<file path="config.mk">
export PLATFORM = sky130hd
export DESIGN_NAME = key_matrix_scanner
export DESIGN_NICKNAME = d
export VERILOG_FILES = /design/src/rtl/key_matrix_scanner.sv
export SDC_FILE = /design/constraint.sdc
export NUM_CORES = 1
export LEC_CHECK = 0
export ABC_AREA = 1
export BUFFER_PORTS_ARGS = -buffer_cell sky130_fd_sc_hd__buf_2
export CELL_PAD_IN_SITES_DETAIL_PLACEMENT = 1
export CELL_PAD_IN_SITES_GLOBAL_PLACEMENT = 2
export CORE_MARGIN = 3
export CORE_UTILIZATION = 30
export DETAILED_ROUTE_END_ITERATION = 10
export GPL_TIMING_DRIVEN = 0
export MAX_ROUTING_LAYER = met4
export PLACE_DENSITY = 0.84
export SLEW_MARGIN = 20
export SYNTH_ARGS = -nofsm -noshare
export SYNTH_HDL_FRONTEND = slang
export SYNTH_SLANG_ARGS = --single-unit
export TNS_END_PERCENT = 10
</file>
<file path="constraint.sdc">
create_clock -name clk -period 2.28 [get_ports clk]
set_input_delay 0.456 -clock clk [delete_from_list [all_inputs] [get_ports clk]]
set_output_delay 0.456 -clock clk [all_outputs]
set_load 0.01 [all_outputs]
</file>
<file path="src/rtl/key_matrix_scanner.sv">
// Scans a 6x8 active-low key matrix one row at a time and publishes a
// debounced 48-bit key map once the same full frame has been seen DEB_FRAMES times.
module key_matrix_scanner #(
    parameter int SCAN_DIV   = 50000,
    parameter int DEB_FRAMES = 4
) (
    input  logic        clk,
    input  logic        reset,
    input  logic [7:0]  col_in,
    output logic [5:0]  row_out,
    output logic [47:0] keys,
    output logic        changed,
    output logic        any_key
);

    localparam int DIV_W = $clog2(SCAN_DIV);
    localparam int STB_W = $clog2(DEB_FRAMES + 1);
    localparam logic [DIV_W-1:0] DIV_LAST = DIV_W'(SCAN_DIV - 1);
    localparam logic [STB_W-1:0] STB_MAX  = STB_W'(DEB_FRAMES);

    logic [DIV_W-1:0] div_cnt;
    logic [2:0]       row;
    logic [47:0]      frame;
    logic [47:0]      last_frame;
    logic [47:0]      full_frame;
    logic [STB_W-1:0] stable_cnt;
    logic [STB_W-1:0] stable_next;
    logic             sample_edge;
    logic             frame_done;

    // The row-5 columns are spliced in live so the frame can be judged on its own sample edge.
    always_comb begin
        sample_edge = (div_cnt == DIV_LAST);
        frame_done  = sample_edge && (row == 3'd5);
        full_frame  = {~col_in, frame[39:0]};
        if (full_frame != last_frame) begin
            stable_next = STB_W'(1);
        end else if (stable_cnt == STB_MAX) begin
            stable_next = stable_cnt;
        end else begin
            stable_next = stable_cnt + STB_W'(1);
        end
    end

    always_ff @(posedge clk) begin
        if (reset) begin
            div_cnt    <= '0;
            row        <= 3'd0;
            row_out    <= 6'b111110;
            frame      <= '0;
            last_frame <= '0;
            stable_cnt <= '0;
            keys       <= '0;
            changed    <= 1'b0;
            any_key    <= 1'b0;
        end else begin
            changed <= 1'b0;
            if (sample_edge) begin
                div_cnt                   <= '0;
                frame[{row, 3'b000} +: 8] <= ~col_in;
                row_out                   <= {row_out[4:0], row_out[5]};
                row                       <= (row == 3'd5) ? 3'd0 : row + 3'd1;
                if (frame_done) begin
                    stable_cnt <= stable_next;
                    if (full_frame != last_frame) begin
                        last_frame <= full_frame;
                    end
                    if ((stable_next == STB_MAX) && (full_frame != keys)) begin
                        keys    <= full_frame;
                        any_key <= |full_frame;
                        changed <= 1'b1;
                    end
                end
            end else begin
                div_cnt <= div_cnt + DIV_W'(1);
            end
        end
    end

endmodule

</file>
; After elaboration in Yosys (flattened, before gate mapping)
; Index checks and enable logic that the tools add are counted.
[classes]
shifts = 2
n_mux = 5
add_sub_neg = 4
bitwise = 3
reduce_logical = 8
eq_ne = 6
[op_table]
columns = operator, n
row1 = $ne A48 B48 Y1, 2
row2 = $bwmux W48, 1
row3 = $reduce_or A48 Y1, 1
row4 = $shift A8 B8 Y48 const A, 1
row5 = $shiftx A8 B8 Y48, 1
row6 = $add A16 B1 Y16 const B, 1
row7 = $eq A16 B16 Y1 const B, 1
row8 = $eq A3 B3 Y1 const B, 3
row9 = $mux W3, 3
row10 = $neg A6 Y8, 1
row11 = $not A8 Y8, 1
row12 = $add A3 B1 Y3 const B, 2
row13 = $reduce_and A3 Y1, 2
row14 = $reduce_or A3 Y1, 1
row15 = $logic_and A1 B1 Y1, 2
row16 = $not A1 Y1, 2
row17 = $reduce_and A2 Y1, 1
row18 = $reduce_or A2 Y1, 1
row19 = $mux W1, 1
[totals]
out_inout_bits = 56
reg_bits = 174
inputBits = 10
word_cells = 37

; Depth between registers and ports, before layout
; Gate-level depths: netlist (run 1).
[logic_depth]
ltp_word = 6
ltp_mapped = 14

; Worst setup path after synthesis (run 1)
; Ideal clock, no wire load.
[synth_path]
path_kind = reg-to-reg
startpoint = reg row[0]
endpoint = reg frame[38]
path_stages_with_launch = 10
path_slack_ns = 0.115
t_arrival_ns = 2.037
required_time_ns = 2.152
synth_period_minus_slack_ns = 2.165
setup_ns = 0.128
path_cell_list = dfxtp_1 inv_1 ha_1 ha_1 inv_1 nor2_1 nand4_1 clkbuf_1 o21ai_0 a21oi_1
[synth_via]
elab_chain_cells = 3
[synth_lines]
columns = item, line
row1 = from (decl), 22  ; logic [2:0] row;
row2 = from (signal assigned), 62  ; row <= (row == 3'd5) ? 3'd0 : row + 3'd1;
row3 = $neg A6 Y8 (*), 60  ; frame[{row, 3'b000} +: 8] <= ~col_in;
row4 = $shiftx A8 B8 Y48 / $shift A8 B8 Y48 (equally long branches), 60
row5 = $bwmux W48 (*), 60
row6 = "to (signal, indexed assignment)", 60
row7 = to (decl), 23  ; logic [47:0] frame;
; Mark *: on every way between the ends. The rest lies on a longest branch, timed or not.
; A chain may end at the register's enable or synchronous reset.

; Final worst setup path (run 1)
[layout_path]
startpoint = reg row[1]
endpoint = reg frame[14]
; The elaborated chain is that of the path after synthesis.

==> results_tabular.tex, run 1 <==
\begin{tabular}{lr}
\hline
Metric & Value \\
\hline
\multicolumn{2}{l}{\textbf{Synth}} \\
\quad Register bit total from synthesis & 166 \\
\quad Synthesis warning total & 0 \\
\quad Proportion of synthesized chip area in sequential cells & 38.7\% \\
\quad Unique cell type count in the Yosys netlist & 38 \\
\quad Most used flip-flop cell after synthesis & sky130\_fd\_sc\_hd\_\_dfxtp\_1 \\
\quad Summed instance area of the synthesized netlist & 0.00858 mm² \\
\quad Post-synthesis async set-or-reset flop share & 0\% \\
\quad Synthesized netlist net count & 1,354 \\
\quad EDFF count, synth & 0 \\
\quad Number of instances in the synthesized netlist & 1,335 \\
\quad Synthesized area divided by synthesized cell count & 6.43 µm² \\
\multicolumn{2}{l}{\textbf{Route}} \\
\quad Final wirelength & 33,300 µm \\
\quad Met2 WL & 16,100 µm \\
\quad Routed vias & 8,802 \\
\quad Iteration-0 DRC count of the detailed router & 385 \\
\quad Number of nets with antenna violations after detailed routing & 0 \\
\quad Number of remaining DRC errors & 0 \\
\quad DR pass1 iterations & 5 \\
\quad Routed length on met3 & 1340 µm \\
\quad Avg WL per Cell & 18.3 µm \\
\quad Post-route met1 wirelength & 15,000 µm \\
\quad Top routing layer used & met4 \\
\quad Routed via count divided by cell count & 4.84 \\
\multicolumn{2}{l}{\textbf{GRT}} \\
\quad Antenna violations before repair & 0 \\
\quad Maximum number of pins on one net before global-route repair & 17 \\
\quad Number of global-route vias before repair & 8,859 \\
\quad Combined global-route utilization of all metal layers & 22.3\% \\
\quad Remaining Overflow, GRT & 0 \\
\quad Wire length of the first global-routing pass & 51,000 µm \\
\multicolumn{2}{l}{\textbf{Critical path}} \\
\quad Reg-to-Reg Start & row[1] \\
\quad Buffers \& Inverters on Critical Path & 2 \\
\quad Start-to-end type of the worst setup path & reg -> reg \\
\quad Max FO, Critical Path & 16 \\
\quad Maximum cell stage delay along the critical path & 0.42 ns \\
\quad Critical Path Start & row[1] \\
\quad Category of cells accounting for the largest share of critical-path delay & adder cells \\
\quad Required time of the critical path & 2.61 ns \\
\quad Nature of the critical path endpoint & flop \\
\quad Critical Path Start Type & flop \\
\quad Crit-path slowest cell & sky130\_fd\_sc\_hd\_\_dfxtp\_1 \\
\quad Cell Chain, Critical Path & inv\_1 -> ha\_1 -> ha\_1 -> inv\_1 -> nor2\_4 -> nand3\_4 -> a21oi\_1 -> nor2\_1 \\
\quad Data arrival, critical path & 2.49 ns \\
\multicolumn{2}{l}{\textbf{Clock tree}} \\
\quad Number of clock buffers inserted by TritonCTS & 17 \\
\quad Clock transition at the register clock pins on the worst setup and hold paths after CTS & 0.07 ns \\
\quad CTS Buffer Depth & 2 \\
\quad Clock tree from TritonCTS & yes \\
\quad Total clock sinks & 166 \\
\quad CTS HTree Levels & 4 \\
\quad Clock insertion delay at the later pin of the skew report & 0.45 ns \\
\quad Buffer cell driving the clock tree root & sky130\_fd\_sc\_hd\_\_clkbuf\_16 \\
\multicolumn{2}{l}{\textbf{STA}} \\
\quad Fin crit share & 94.7\% \\
\quad Hold Violations, Final & 0 \\
\quad Headroom to the max-slew limit & 39.5\% \\
\quad Least-Margin Pin Slew & 0.907 ns \\
\quad Number of setup violations in the final report & 0 \\
\quad Final Skew & 0.0139 ns \\
\quad Max Freq & 0.463 GHz \\
\quad Unrepaired setup endpoints after global routing & yes \\
\quad Minimum clock period after layout & 2.16 ns \\
\quad Final number of max-transition violations & 0 \\
\quad Crit path setup slack, layout & 0.121 ns \\
\multicolumn{2}{l}{\textbf{Cells and area}} \\
\quad Antenna fix cells & 0 \\
\quad Fill count & 3,628 \\
\quad Most common cell after layout, fill and taps aside & sky130\_fd\_sc\_hd\_\_nand2\_1 \\
\quad Number of nets in the layout & 1,447 \\
\quad Fraction of final layout cells with drive strength greater than 1 & 15.3\% \\
\quad Post-route cell area & 0.0104 mm² \\
\quad Syn-to-layout area delta & 21.2\% \\
\quad Commonest non-fill, non-tap cells in the layout & sky130\_fd\_sc\_hd\_\_nand2\_1, sky130\_fd\_sc\_hd\_\_nor2\_1, sky130\_fd\_sc\_hd\_\_dfxtp\_1 \\
\multicolumn{2}{l}{\textbf{Place}} \\
\quad Worst slack at placement & -0.513 ns \\
\quad Sum of net half-perimeters after detailed placement & 26,000 µm \\
\quad RePlAce Congestion & 0.927 \\
\quad Cell area after placement & 0.00938 mm² \\
\quad Total of buffers placed on input and output ports & 65 \\
\multicolumn{2}{l}{\textbf{Power}} \\
\quad Post-route total power & 6.39 mW \\
\quad Maximum VDD drop & 0.390 mV \\
\quad Power density cells & 614 mW/mm² \\
\quad Static power due to leakage & 4.75 nW \\
\multicolumn{2}{l}{\textbf{Die}} \\
\quad Overall die width & 175 µm \\
\quad Ports placed on the boundary & 66 \\
\quad Y dimension of the die & 175 µm \\
\quad Area enclosed by the die boundary & 0.0307 mm² \\
\quad Number of rows created at floorplan & 61 \\
\quad Initial core utilization & 30.6\% \\
\quad Standard cell core area & 0.0280 mm² \\
\multicolumn{2}{l}{\textbf{Job}} \\
\quad Max cap viols & 0 \\
\multicolumn{2}{l}{\textbf{Hold path}} \\
\quad Start point of the worst min-delay path & reset \\
\quad Class of the most critical hold timing path & in -> reg \\
\multicolumn{2}{l}{\textbf{Run status}} \\
\quad Result of the run & finished clean \\
\hline
\end{tabular}
[cells by family (layout without fill, tap and decap cells)]
kind of cell             Yosys count  after routing  synth area share [%]
AO/OA/AOI/OAI                    179            179                  10.8
XOR/XNOR                          45             45                  4.59
adder cells (fa/ha/maj)            9              9                  1.31
buffers and inverters            184            289                  9.02
flip-flops                       166            166                  38.7
AND/OR/NAND/NOR                  752            753                  35.5
[registers in the layout (all words and copies together), names as in the netlist]
name	flops
row	3
row_out	6
stable_cnt	3
div_cnt	16
frame	40
changed	1
keys	48
last_frame	48
any_key	1
[final cells by class]
| type | count | area, µm² | area share (%) |
|---|---|---|---|
| Timing Repair Buffer | 75 | 425 | 4.09 |
| Sequential cell | 166 | 3350 | 32.2 |
| Clock inverter | 15 | 215 | 2.07 |
| Inverter | 140 | 533 | 5.12 |
| Tap cell | 378 | 473 | 4.55 |
| Multi-Input combinational cell | 986 | 4710 | 45.3 |
| Clock buffer | 17 | 425 | 4.09 |
| Buffer | 42 | 268 | 2.57 |
[cell usage after synthesis (2+ instances only)]
| cell type | instances | area, µm² |
|---|---|---|
| sky130_fd_sc_hd__nor3_1 | 8 | 40.0 |
| sky130_fd_sc_hd__buf_6 | 9 | 101 |
| sky130_fd_sc_hd__a31oi_1 | 2 | 12.5 |
| sky130_fd_sc_hd__dfxtp_1 | 166 | 3320 |
| sky130_fd_sc_hd__xnor2_1 | 35 | 307 |
| sky130_fd_sc_hd__nand4_1 | 14 | 87.6 |
| sky130_fd_sc_hd__clkbuf_2 | 2 | 10.0 |
| sky130_fd_sc_hd__o21ai_0 | 73 | 365 |
| sky130_fd_sc_hd__a21oi_1 | 90 | 450 |
| sky130_fd_sc_hd__nor3b_1 | 9 | 67.6 |
| sky130_fd_sc_hd__xor2_1 | 10 | 87.6 |
| sky130_fd_sc_hd__nand2_2 | 3 | 18.8 |
| sky130_fd_sc_hd__clkinv_1 | 2 | 7.51 |
| sky130_fd_sc_hd__or2_2 | 2 | 12.5 |
| sky130_fd_sc_hd__a211oi_1 | 8 | 60.1 |
| sky130_fd_sc_hd__and2_1 | 3 | 18.8 |
| sky130_fd_sc_hd__nor2_2 | 5 | 31.3 |
| sky130_fd_sc_hd__inv_2 | 18 | 67.6 |
| sky130_fd_sc_hd__nand2_1 | 401 | 1510 |
| sky130_fd_sc_hd__o21ai_1 | 2 | 10.0 |
| sky130_fd_sc_hd__nor2_1 | 249 | 935 |
| sky130_fd_sc_hd__inv_1 | 120 | 450 |
| sky130_fd_sc_hd__buf_2 | 11 | 55.1 |
| sky130_fd_sc_hd__nand3_1 | 43 | 215 |
| sky130_fd_sc_hd__nor2b_1 | 2 | 12.5 |
| sky130_fd_sc_hd__clkbuf_1 | 21 | 78.8 |
| sky130_fd_sc_hd__nor4_1 | 8 | 50.1 |
| sky130_fd_sc_hd__ha_1 | 9 | 113 |
[timing repair]
item	in CTS	in global routing
endpoints found under the hold margin	0	0
setup buffers	3	7
setup endpoints to repair	129	144
cloned	0	1
resized for setup	30	67
pin swaps	3	6
hold buffers	0	0
[report_power, final]
part	switching, mW	total, mW	internal [mW]
Combinational	0.176	0.233	0.0567
Sequential	0.00267	2.90	2.90
Clock	1.39	3.26	1.87
Total	1.57	6.39	4.82
[stage by stage]
step	cells	TNS, ns	hold slack [ns]	utilization, %
after global routing	1819	-0.205	0.377	37.1
after global placement	1778	-25.48	0.427	33.5
after CTS	1812	0	0.358	36.3
final	1819	0	0.362	37.1
after detailed placement	1778	-31.08	0.440	33.5
after floorplan	1335	0	0.413	-
[final timing paths]
kind                end  slack, ns  cells after the start
max           frame[14]       0.12                      8
min          div_cnt[3]       0.36                      4
max reg2reg   frame[14]       0.12                      8
min reg2reg  div_cnt[0]       0.42                      1
[worst register-to-register path, cell delays in order, from the launching register on]
cell,delay (ns)
sky130_fd_sc_hd__dfxtp_1,0.42
sky130_fd_sc_hd__inv_1,0.14
sky130_fd_sc_hd__ha_1,0.20
sky130_fd_sc_hd__ha_1,0.35
sky130_fd_sc_hd__inv_1,0.13
sky130_fd_sc_hd__nor2_4,0.21
sky130_fd_sc_hd__nand3_4,0.25
sky130_fd_sc_hd__a21oi_1,0.28
sky130_fd_sc_hd__nor2_1,0.07
[per-layer routing]
layer  GRT usage (%)  vias to the layer above
li1                -                     4363
met1            27.5                     4200
met2            37.3                      185
met3            3.74                       54
met4            6.91                        0
met5               -                        -
Power figures use the tool's default switching activity.
==> run 2: changes to the inputs <==
--- a/config.mk
+++ b/config.mk
@@ -13,7 +13,6 @@
 export CORE_UTILIZATION = 30
 export DETAILED_ROUTE_END_ITERATION = 10
 export GPL_TIMING_DRIVEN = 0
-export MAX_ROUTING_LAYER = met4
 export PLACE_DENSITY = 0.84
 export SLEW_MARGIN = 20
 export SYNTH_ARGS = -nofsm -noshare
==> run 2 against run 1 <==
Compared with the run above:
- register-to-register slack about the same
- highest routed layer unchanged
- largest cell class unchanged
- final cell count is essentially flat
- sequential share of layout area hardly changed
- hold slack about the same
- clock skew decreased by 0.00079 ns
- die area unchanged
- clock-buffer cell count is the same
- sequential power barely moved
- combinational power about the same
- maximum frequency down 0.57%
==> results_tabular.tex, run 2 (synthesized netlist as in run 1, its figures left out) <==
\begin{tabular}{lr}
\hline
Metric & Value \\
\hline
\multicolumn{2}{l}{\textbf{STA}} \\
\quad Number of setup violations in the final report & 0 \\
\quad Unrepaired setup endpoints after global routing & yes \\
\quad Hold Violations, Final & 0 \\
\quad Max Freq & 0.460 GHz \\
\quad Headroom to the max-slew limit & 39.6\% \\
\quad Crit path setup slack, layout & 0.108 ns \\
\quad Minimum clock period after layout & 2.17 ns \\
\quad Least-Margin Pin Slew & 0.906 ns \\
\quad Final number of max-transition violations & 0 \\
\quad Final Skew & 0.0131 ns \\
\quad Worst Hold Margin & 0.362 ns \\
\quad Fin crit share & 95.2\% \\
\multicolumn{2}{l}{\textbf{Critical path}} \\
\quad Nature of the critical path endpoint & flop \\
\quad Data arrival, critical path & 2.52 ns \\
\quad R2R Setup Slk & 0.11 ns \\
\quad Maximum cell stage delay along the critical path & 0.34 ns \\
\quad RR Endpoint & keys[45] \\
\quad Cell Chain, Critical Path & ha\_1 -> nand2\_1 -> inv\_1 -> nand2\_2 -> nor4\_4 -> buf\_4 -> nand3\_4 -> nor2\_4 -> nand2\_2 -> nor2\_2 -> nand3\_1 -> nand2\_1 -> nor2\_1 \\
\quad Required time of the critical path & 2.63 ns \\
\quad Crit-path slowest cell & sky130\_fd\_sc\_hd\_\_dfxtp\_2 \\
\quad Start-to-end type of the worst setup path & reg -> reg \\
\quad Category of cells accounting for the largest share of critical-path delay & simple AND/OR/NAND/NOR gates \\
\quad Max FO, Critical Path & 4 \\
\quad Worst-case reg-to-reg path depth & 13 \\
\quad Buffers \& Inverters on Critical Path & 2 \\
\quad Reg-to-Reg Start & div\_cnt[0] \\
\quad Critical Path Start Type & flop \\
\multicolumn{2}{l}{\textbf{Route}} \\
\quad Avg WL per Cell & 18.3 µm \\
\quad Routed vias & 8,781 \\
\quad Routed length on met3 & 1380 µm \\
\quad Number of nets with antenna violations after detailed routing & 0 \\
\quad Post-route met1 wirelength & 14,900 µm \\
\quad Number of remaining DRC errors & 0 \\
\quad Met2 WL & 16,000 µm \\
\quad DR pass1 iterations & 4 \\
\quad Routed via count divided by cell count & 4.83 \\
\quad Top routing layer used & met4 \\
\quad Final wirelength & 33,300 µm \\
\quad Iteration-0 DRC count of the detailed router & 391 \\
\multicolumn{2}{l}{\textbf{Clock tree}} \\
\quad Number of clock buffers inserted by TritonCTS & 17 \\
\quad CTS Buffer Depth & 2 \\
\quad Buffer cell driving the clock tree root & sky130\_fd\_sc\_hd\_\_clkbuf\_16 \\
\quad Clock tree from TritonCTS & yes \\
\quad Clock transition at the register clock pins on the worst setup and hold paths after CTS & 0.08 ns \\
\quad Total clock sinks & 166 \\
\quad Clock insertion delay at the later pin of the skew report & 0.45 ns \\
\quad CTS HTree Levels & 4 \\
\multicolumn{2}{l}{\textbf{Cells and area}} \\
\quad Commonest non-fill, non-tap cells in the layout & sky130\_fd\_sc\_hd\_\_nand2\_1, sky130\_fd\_sc\_hd\_\_nor2\_1, sky130\_fd\_sc\_hd\_\_dfxtp\_1 \\
\quad Biggest registers after layout & keys: 48 flops, last\_frame: 48 flops, frame: 40 flops \\
\quad Antenna fix cells & 0 \\
\quad Cell Count, Final, Fillers Out & 1,818 \\
\quad Number of nets in the layout & 1,446 \\
\quad Most common cell after layout, fill and taps aside & sky130\_fd\_sc\_hd\_\_nand2\_1 \\
\quad Fraction of final layout cells with drive strength greater than 1 & 14.7\% \\
\quad Share of the core filled with cells in the final layout & 37.0\% \\
\quad Syn-to-layout area delta & 20.8\% \\
\multicolumn{2}{l}{\textbf{GRT}} \\
\quad Combined global-route utilization of all metal layers & 21.7\% \\
\quad Remaining Overflow, GRT & 0 \\
\quad Maximum number of pins on one net before global-route repair & 17 \\
\quad Antenna violations before repair & 0 \\
\quad Number of global-route vias before repair & 8,856 \\
\quad Wire length of the first global-routing pass & 51,000 µm \\
\multicolumn{2}{l}{\textbf{Power}} \\
\quad Maximum VDD drop & 0.387 mV \\
\quad Post-route total power & 6.39 mW \\
\quad Power density cells & 617 mW/mm² \\
\quad Static power due to leakage & 4.73 nW \\
\multicolumn{2}{l}{\textbf{Die}} \\
\quad Initial core utilization & 30.6\% \\
\quad Area enclosed by the die boundary & 0.0307 mm² \\
\quad Overall die width & 175 µm \\
\quad Number of rows created at floorplan & 61 \\
\quad Standard cell core area & 0.0280 mm² \\
\quad Y dimension of the die & 175 µm \\
\quad Ports placed on the boundary & 66 \\
\multicolumn{2}{l}{\textbf{Place}} \\
\quad Worst slack at placement & -0.513 ns \\
\quad Total of buffers placed on input and output ports & 65 \\
\quad Number of instances in the placed design & 1,778 \\
\quad Sum of net half-perimeters after detailed placement & 26,000 µm \\
\quad RePlAce Congestion & 0.911 \\
\multicolumn{2}{l}{\textbf{Hold path}} \\
\quad Start point of the worst min-delay path & reset \\
\quad Depth of the worst hold-timing path & 4 \\
\quad Hold Crit Endpoint & div\_cnt[3] \\
\quad Class of the most critical hold timing path & in -> reg \\
\multicolumn{2}{l}{\textbf{Run status}} \\
\quad Result of the run & finished clean \\
\multicolumn{2}{l}{\textbf{Job}} \\
\quad Max cap viols & 0 \\
\hline
\end{tabular}
[run 2: cell count changes in the layout (fill, tap and decap cells not counted), sizes merged]
cell / delta
clkbuf: -2
buf: +1
[run 2: report_power, final]
group	switching, mW	internal, mW	total, mW
clock network	1.39	1.87	3.26
registers	0.00261	2.90	2.90
logic	0.176	0.0568	0.232
[run 2: tightest hold or removal path, delay by kind of cell]
| family | cells | cell delay (ns) |
|---|---|---|
| compound gates | 2 | 0.11 |
| buf+inv | 1 | 0.12 |
| simple gates | 1 | 0.07 |
[run 2: worst max path at each step]
stage / from / slack, ns / depth (start not counted) / to
6_report: div_cnt[0] / 0.11 / 13 / keys[45]
5_1_grt: frame[3] / -0.07 / 12 / changed
4_1_cts: frame[19] / 0.007 / 13 / keys[31]
3_5_place_dp: row[0] / -0.51 / 9 / frame[38]
3_3_place_gp: row[0] / -0.53 / 9 / frame[38]
2_1_floorplan: row[0] / 0.12 / 9 / frame[38]
[run 2: layout make-up]
class,instances,area (µm²)
plain buffers,42,268
clock buffers,17,425
clock inverters,15,215
fillers,3625,17600
inverters,140,533
multi-input cells,986,4700
flip-flops and latches,166,3340
well taps,378,473
repair buffers,74,418
[run 2: repair_timing]
action                     4_1_cts  5_1_grt
buffers inserted                 3        6
setup endpoints to repair      129      144
gates resized for setup         30       61
cloned                           0        1
pin swaps                        3        5
hold buffers                     0        0
[run 2: per-layer routing]
| layer | vias to the layer above | global-route usage (%) |
|---|---|---|
| met5 | - | 0 |
| met4 | 0 | 6.91 |
| met3 | 52 | 3.78 |
| met2 | 188 | 37.3 |
| met1 | 4183 | 27.4 |
| li1 | 4358 | - |
[run 2: per-stage QoR]
| stage | cell area [µm²] | TNS (ns) |
|---|---|---|
| CTS | 10200 | 0 |
| global placement | 9380 | -25.48 |
| floorplan | 8580 | 0 |
| finish | 10400 | 0 |
| global route | 10400 | -0.669 |
| detailed placement | 9380 | -31.08 |
